### src/rtl/npu_pkg.sv
// npu_pkg: shared definitions for the NPU MAC datapath and its sequencer.
//   - Default operand width, operand-bank depth and MAC watchdog timeout,
//     common to MAC_Element, mac_dot_seq and the upstream operand loader.
//   - seq_state_e: dot-product sequencer state encoding.
package npu_pkg;

    localparam int NPU_DW      = 16;
    localparam int NPU_LEN_MAX = 16;
    localparam int NPU_TIMEOUT = 8;

    typedef enum logic [1:0] {
        IDLE  = 2'd0,
        ISSUE = 2'd1,
        WAIT  = 2'd2,
        DONE  = 2'd3
    } seq_state_e;

endpackage

### src/rtl/mac_operand_bank.sv
// mac_operand_bank: LEN_MAX x {x, w} operand register file.
//   clk      in   clock
//   i_we     in   write enable (already qualified by the caller)
//   i_waddr  in   write address
//   i_wx     in   activation operand to store
//   i_ww     in   weight operand to store
//   i_raddr  in   read address
//   o_rx     out  activation at i_raddr (combinational read)
//   o_rw     out  weight at i_raddr (combinational read)
// Contents are deliberately not reset.
module mac_operand_bank #(
    parameter int DW      = 16,
    parameter int LEN_MAX = 16,
    parameter int AW      = 4
) (
    input  logic                 clk,
    input  logic                 i_we,
    input  logic [AW-1:0]        i_waddr,
    input  logic signed [DW-1:0] i_wx,
    input  logic signed [DW-1:0] i_ww,
    input  logic [AW-1:0]        i_raddr,
    output logic signed [DW-1:0] o_rx,
    output logic signed [DW-1:0] o_rw
);

    logic [2*DW-1:0] w_entries [LEN_MAX];

    for (genvar gi = 0; gi < LEN_MAX; gi++) begin : g_entry
        logic [2*DW-1:0] r_data;

        always_ff @(posedge clk) begin
            if (i_we && (i_waddr == AW'(gi))) begin
                r_data <= {i_wx, i_ww};
            end
        end

        assign w_entries[gi] = r_data;
    end

    // Asynchronous read so a write landing on the command-accept edge is
    // visible to the very first ISSUE cycle.
    assign {o_rx, o_rw} = w_entries[i_raddr];

endmodule

### src/rtl/mac_dot_seq.sv
// mac_dot_seq: dot-product sequencer in front of a single MAC_Element.
// Loads x/w pairs into an operand bank, then on a command issues one MAC
// operation per element, chaining the accumulator through mac_acc_in, and
// returns bias + sum(x*w) on a valid/ready result port.
//   clk, rst                 clock, synchronous active-high reset
//   ld_en/ld_addr/ld_x/ld_w  operand bank write port (honoured in IDLE only)
//   cmd_valid/cmd_ready      start handshake; cmd_len (0..LEN_MAX), cmd_bias
//   mac_start/mac_x/mac_w/mac_acc_in   issue side to MAC_Element
//   mac_acc_out/mac_done               return side from MAC_Element
//   res_valid/res_ready/res_data/res_err  result handshake; res_err flags a
//                            MAC timeout (res_data then holds the partial sum)
module mac_dot_seq
    import npu_pkg::*;
#(
    parameter int  DW      = NPU_DW,
    parameter int  LEN_MAX = NPU_LEN_MAX,
    parameter int  TIMEOUT = NPU_TIMEOUT,
    localparam int AW      = $clog2(LEN_MAX)
) (
    input  logic                   clk,
    input  logic                   rst,
    input  logic                   ld_en,
    input  logic [AW-1:0]          ld_addr,
    input  logic signed [DW-1:0]   ld_x,
    input  logic signed [DW-1:0]   ld_w,
    input  logic                   cmd_valid,
    output logic                   cmd_ready,
    input  logic [AW:0]            cmd_len,
    input  logic signed [2*DW-1:0] cmd_bias,
    output logic                   mac_start,
    output logic signed [DW-1:0]   mac_x,
    output logic signed [DW-1:0]   mac_w,
    output logic signed [2*DW-1:0] mac_acc_in,
    input  logic signed [2*DW-1:0] mac_acc_out,
    input  logic                   mac_done,
    output logic                   res_valid,
    input  logic                   res_ready,
    output logic signed [2*DW-1:0] res_data,
    output logic                   res_err
);

    localparam int WDW = $clog2(TIMEOUT + 1);

    seq_state_e              r_state;
    seq_state_e              w_state_next;
    logic [AW-1:0]           r_idx;
    logic [AW:0]             r_len;
    logic signed [2*DW-1:0]  r_acc;
    logic [WDW-1:0]          r_wdog;
    logic                    r_err;

    logic                    w_ld_we;
    logic [AW:0]             w_len_clamped;
    logic                    w_last;
    logic                    w_wdog_expired;
    logic                    w_active;
    logic signed [DW-1:0]    w_rx;
    logic signed [DW-1:0]    w_rw;

    // Widen the address before the range check so it stays meaningful when
    // LEN_MAX is not a power of two.
    assign w_ld_we = ld_en && (r_state == IDLE)
                     && ({1'b0, ld_addr} < (AW+1)'(LEN_MAX));

    assign w_len_clamped  = (cmd_len > (AW+1)'(LEN_MAX)) ? (AW+1)'(LEN_MAX) : cmd_len;
    assign w_last         = ({1'b0, r_idx} == (r_len - 1'b1));
    assign w_wdog_expired = (r_wdog == WDW'(TIMEOUT - 1));

    mac_operand_bank #(
        .DW      (DW),
        .LEN_MAX (LEN_MAX),
        .AW      (AW)
    ) u_bank (
        .clk     (clk),
        .i_we    (w_ld_we),
        .i_waddr (ld_addr),
        .i_wx    (ld_x),
        .i_ww    (ld_w),
        .i_raddr (r_idx),
        .o_rx    (w_rx),
        .o_rw    (w_rw)
    );

    // Operands stay stable across ISSUE and WAIT because idx/acc only move on
    // the mac_done edge; outside a MAC operation the issue bus is parked at 0.
    assign w_active   = (r_state == ISSUE) || (r_state == WAIT);
    assign mac_x      = w_active ? w_rx  : '0;
    assign mac_w      = w_active ? w_rw  : '0;
    assign mac_acc_in = w_active ? r_acc : '0;
    assign res_data   = (r_state == DONE) ? r_acc : '0;
    assign res_err    = r_err;

    always_comb begin
        w_state_next = r_state;
        cmd_ready    = 1'b0;
        mac_start    = 1'b0;
        res_valid    = 1'b0;
        case (r_state)
            IDLE: begin
                cmd_ready = 1'b1;
                if (cmd_valid) begin
                    w_state_next = (w_len_clamped == '0) ? DONE : ISSUE;
                end
            end
            ISSUE: begin
                mac_start    = 1'b1;
                w_state_next = WAIT;
            end
            WAIT: begin
                if (mac_done) begin
                    w_state_next = w_last ? DONE : ISSUE;
                end else if (w_wdog_expired) begin
                    w_state_next = DONE;
                end
            end
            DONE: begin
                res_valid = 1'b1;
                if (res_ready) begin
                    w_state_next = IDLE;
                end
            end
            default: w_state_next = IDLE;
        endcase
    end

    always_ff @(posedge clk) begin
        if (rst) begin
            r_state <= IDLE;
            r_idx   <= '0;
            r_len   <= '0;
            r_acc   <= '0;
            r_wdog  <= '0;
            r_err   <= 1'b0;
        end else begin
            r_state <= w_state_next;
            case (r_state)
                IDLE: begin
                    if (cmd_valid) begin
                        r_len <= w_len_clamped;
                        r_acc <= cmd_bias;
                        r_idx <= '0;
                        r_err <= 1'b0;
                    end
                end
                ISSUE: begin
                    r_wdog <= '0;
                end
                WAIT: begin
                    if (mac_done) begin
                        r_acc <= mac_acc_out;
                        if (!w_last) begin
                            r_idx <= r_idx + AW'(1);
                        end
                    end else if (w_wdog_expired) begin
                        r_err <= 1'b1;
                    end else begin
                        r_wdog <= r_wdog + WDW'(1);
                    end
                end
                DONE: begin
                    if (res_ready) begin
                        r_err <= 1'b0;
                    end
                end
                default: ;
            endcase
        end
    end

endmodule

### config.mk
export PLATFORM = sky130hd
export DESIGN_NAME = mac_dot_seq
export DESIGN_NICKNAME = d
export VERILOG_FILES = /design/src/rtl/npu_pkg.sv /design/src/rtl/mac_operand_bank.sv /design/src/rtl/mac_dot_seq.sv
export SDC_FILE = /design/constraint.sdc
export NUM_CORES = 1
export LEC_CHECK = 0
export BUFFER_PORTS_ARGS = -buffer_cell sky130_fd_sc_hd__buf_2
export CORE_MARGIN = 5
export CORE_UTILIZATION = 50
export DETAILED_ROUTE_END_ITERATION = 16
export PLACE_DENSITY = 0.69
export SYNTH_ARGS = -nofsm -noshare
export SYNTH_HDL_FRONTEND = slang
export SYNTH_SLANG_ARGS = --single-unit
### constraint.sdc
create_clock -name clk -period 5.1 [get_ports clk]
set_input_delay 1.02 -clock clk [delete_from_list [all_inputs] [get_ports clk]]
set_output_delay 1.02 -clock clk [all_outputs]
set_load 0.01 [all_outputs]
==> qor.csv <==
metric;value;unit
sequential fraction of the synthesis area;73.5;%
Worst Hold Depth;2;
CP Cell Sequence;buf_4, mux4_2, mux4_2, and2_1, buf_2;
drt initial violations;1044;
share of post-route cells with drive strength above 1;36.9;%
clock tree sinks;560;
clk root buf;clkbuf_16;
critical-path maximum fanout;38;
cell with the most instances after synthesis;edfxtp_1;
largest net degree at the start of global routing;69;
Avg Inst Size Synth;20.3;um^2
dominant synthesized flop cell;edfxtp_1;
WL final;50300;um
TritonCTS clock tree;built;
crit share post-route;87.0;%
hold buffers post-CTS;0;
gpl congestion;0.856;
IO Port Bufs;210;
synthesized flop and latch total;560;
fin cells;1964;
iteration count of the initial detailed-routing pass;5;
Skew-Pair Late Insertion Delay;0.60;ns
Worst Path Required;4.08;ns
Placed Cells;1859;
Worst-Margin Slew;0.981;ns
Hold Path Origin;r_len[4];
RR Endpoint;r_idx[0];
fin. max-slew vios;0;
via-per-instance ratio;5.76;
mapped cell area;22200;um^2
critical path's top delay family;multiplexers;
largest area contributor in the synthesized netlist;edfxtp_1;
min setup slack post-route;0.664;ns
Die Span Y;221;um
Crit-path slowest cell;dfxtp_4;
top-area cell type share of the netlist area;69.1;%
Mapped Nets;1211;
Cell variety after synth;37;
Crit Path Class;flip-flop to primary output;
footprint of the multi-input gates;5680;um^2
aggregate global routing overflow;0;
Worst-path clk slew;0.06;ns
total clock buffers created by CTS;56;
CP Buf/Inv Count;2;
most area-consuming cells after synthesis;edfxtp_1, mux4_2, dfxtp_1, and2_1, mux2i_1;
Core ar.;44100;um^2
gr usage total;20.4;%
Final min period;4.44;ns
f_max;225;MHz
crit path launch type;flip-flop;
P per Cell Area;444;nW/um^2
Synth warnings;0;
H-tree depth;2;
reg2reg setup slack;2.20;ns
max-cap viol count;0;
Worst Skew;0.0206;ns
Max-slew headroom;34.5;%
Pleak;8.52;nW
cell depth of the worst flop-to-flop path;9;
IO Pins;211;
Final Hold Vio Count;0;
worst r2r src;r_state[0];
maximum vdd drop;0.336;mV
Mapped Cells;1093;
slowest stage delay, CP;0.87;ns
worst slack, placed;1.19;ns
area grow syn2layout;16.5;%
first-pass GRT wire length;75500;um
Hold WS;0.499;ns
setup repair bufs after CTS;0;
Nets;1443;
# setup viols final;0;
Die ar.;48800;um^2
DRC;0;
die outline width;221;um
Tot Pwr;11.5;mW
WP data arrival;3.42;ns
Initial Utilization;50.4;%
crit end category;primary output;
cell mode on critical path;mux4_2;
vias in the first global route;11600;
Longest Clk Path Bufs;3;
number of synthesized flops with an enable pin;512;
Routed WL per cell;25.6;um
via count;11300;
DRT antenna net count;0;
Synth async-reset ratio;0;%
initial antenna violation count;5;
RSZ-0062 raised after global routing;false;
Min-Delay Path Class;flip-flop to flip-flop;
CTS resizes;0;
outcome;finished, final reports clean;
Register Area;16300;um^2
Hold EP;r_len[4];
total negative slack;0;ns
half-perimeter wire length after placement;27900;um
num rows;77;
filler instances;3267;
top cells by count, synth;edfxtp_1, mux4_2, and2_1;
stage by stage:
step                      utilization [%]  cell area [um^2]
after detailed placement             54.7             24100
final                                58.7             25900
after floorplan                         -             22200
after global placement               54.7             24100
after global routing                 58.7             25900
after CTS                            58.7             25900
logic make-up after synthesis:
| group | count (synthesis) | share of synthesized area (%) |
|---|---|---|
| AND/OR/NAND/NOR | 201 | 4.94 |
| AO/OA/AOI/OAI | 55 | 1.73 |
| flip-flops | 560 | 73.5 |
| multiplexers | 192 | 17.6 |
| adder cells (fa/ha/maj) | 7 | 0.394 |
| XOR/XNOR | 7 | 0.276 |
| buffers and inverters | 71 | 1.56 |
registers in the layout (all words and copies together), names as in the netlist:
register and count:
r_wdog 4, res_err 1, r_len 5, r_acc 32, u_bank.g_entry.r_data 512, r_idx 4, r_state 2
routing by layer:
metal	up-vias	wire length (um)	share of wire [%]	global-route usage, %
met1	5877	21100	42	29.2
met4	4	855	1.7	4.50
met2	422	24700	49	33.4
met3	68	3620	7.2	4.04
met5	-	34	0.068	0
li1	4941	-	-	-
worst max-delay path by stage:
stage	from	end	slack, ns	depth (start not counted)
final	r_idx[0]	mac_w[9]	0.66	5
after global routing	r_idx[0]	mac_w[9]	0.43	5
after CTS	r_idx[0]	mac_w[9]	0.53	5
after detailed placement	r_idx[0]	mac_w[9]	1.19	5
after global placement	r_idx[0]	mac_w[9]	1.22	5
after floorplan	ld_addr[3]	u_bank.g_entry[0].r_data[0]	0.98	2
cell usage in the layout, fill, tap and decap left out, types with 3 or more instances in the layout:
cell type and instances:
mux2i_1 32, nor2b_1 3, nand3_1 5, and2_1 97, buf_4 24, nor3b_1 4
xor2_1 4, xnor2_1 3, or3_1 3, nor3_2 5, clkinv_1 14, inv_1 6
nor2_1 42, a21oi_1 11, buf_2 210, nor3_1 5, nor2_4 12, bufinv_16 6
nand2b_1 4, dfxtp_1 44, buf_12 5, clkbuf_1 7, nand4_1 4, o21ai_1 4
a211oi_1 33, ha_1 5, mux4_2 160, nand2_1 9, edfxtp_1 512, clkbuf_16 57
clkinv_2 14
power by group:
| group | switching (mW) | total, mW | internal, mW |
|---|---|---|---|
| clock network | 1.67 | 4.01 | 2.34 |
| registers | 0.151 | 5.42 | 5.27 |
| logic | 1.22 | 2.07 | 0.847 |
| total | 3.05 | 11.5 | 8.45 |
cell type report:
type                       count  area share [%]
inverter                       6          0.0869
tap                          592            2.86
timing repair buffer         239            5.14
sequential                   560            63.1
multi-input combinational    462            21.9
clock inverter                39            1.33
antenna                        2          0.0193
clock buffer                  64            5.60
worst register-to-register path, delay by kind of cell, from the launching register on:
kind / cells / cell delay (ns)
AOI/OAI and AO/OA: 1 / 0.15
adders and majority gates: 1 / 0.18
buffers and inverters: 4 / 1.10
DFF: 1 / 0.39
and+or+nand+nor: 3 / 0.99
Power figures use the tool's default switching activity.
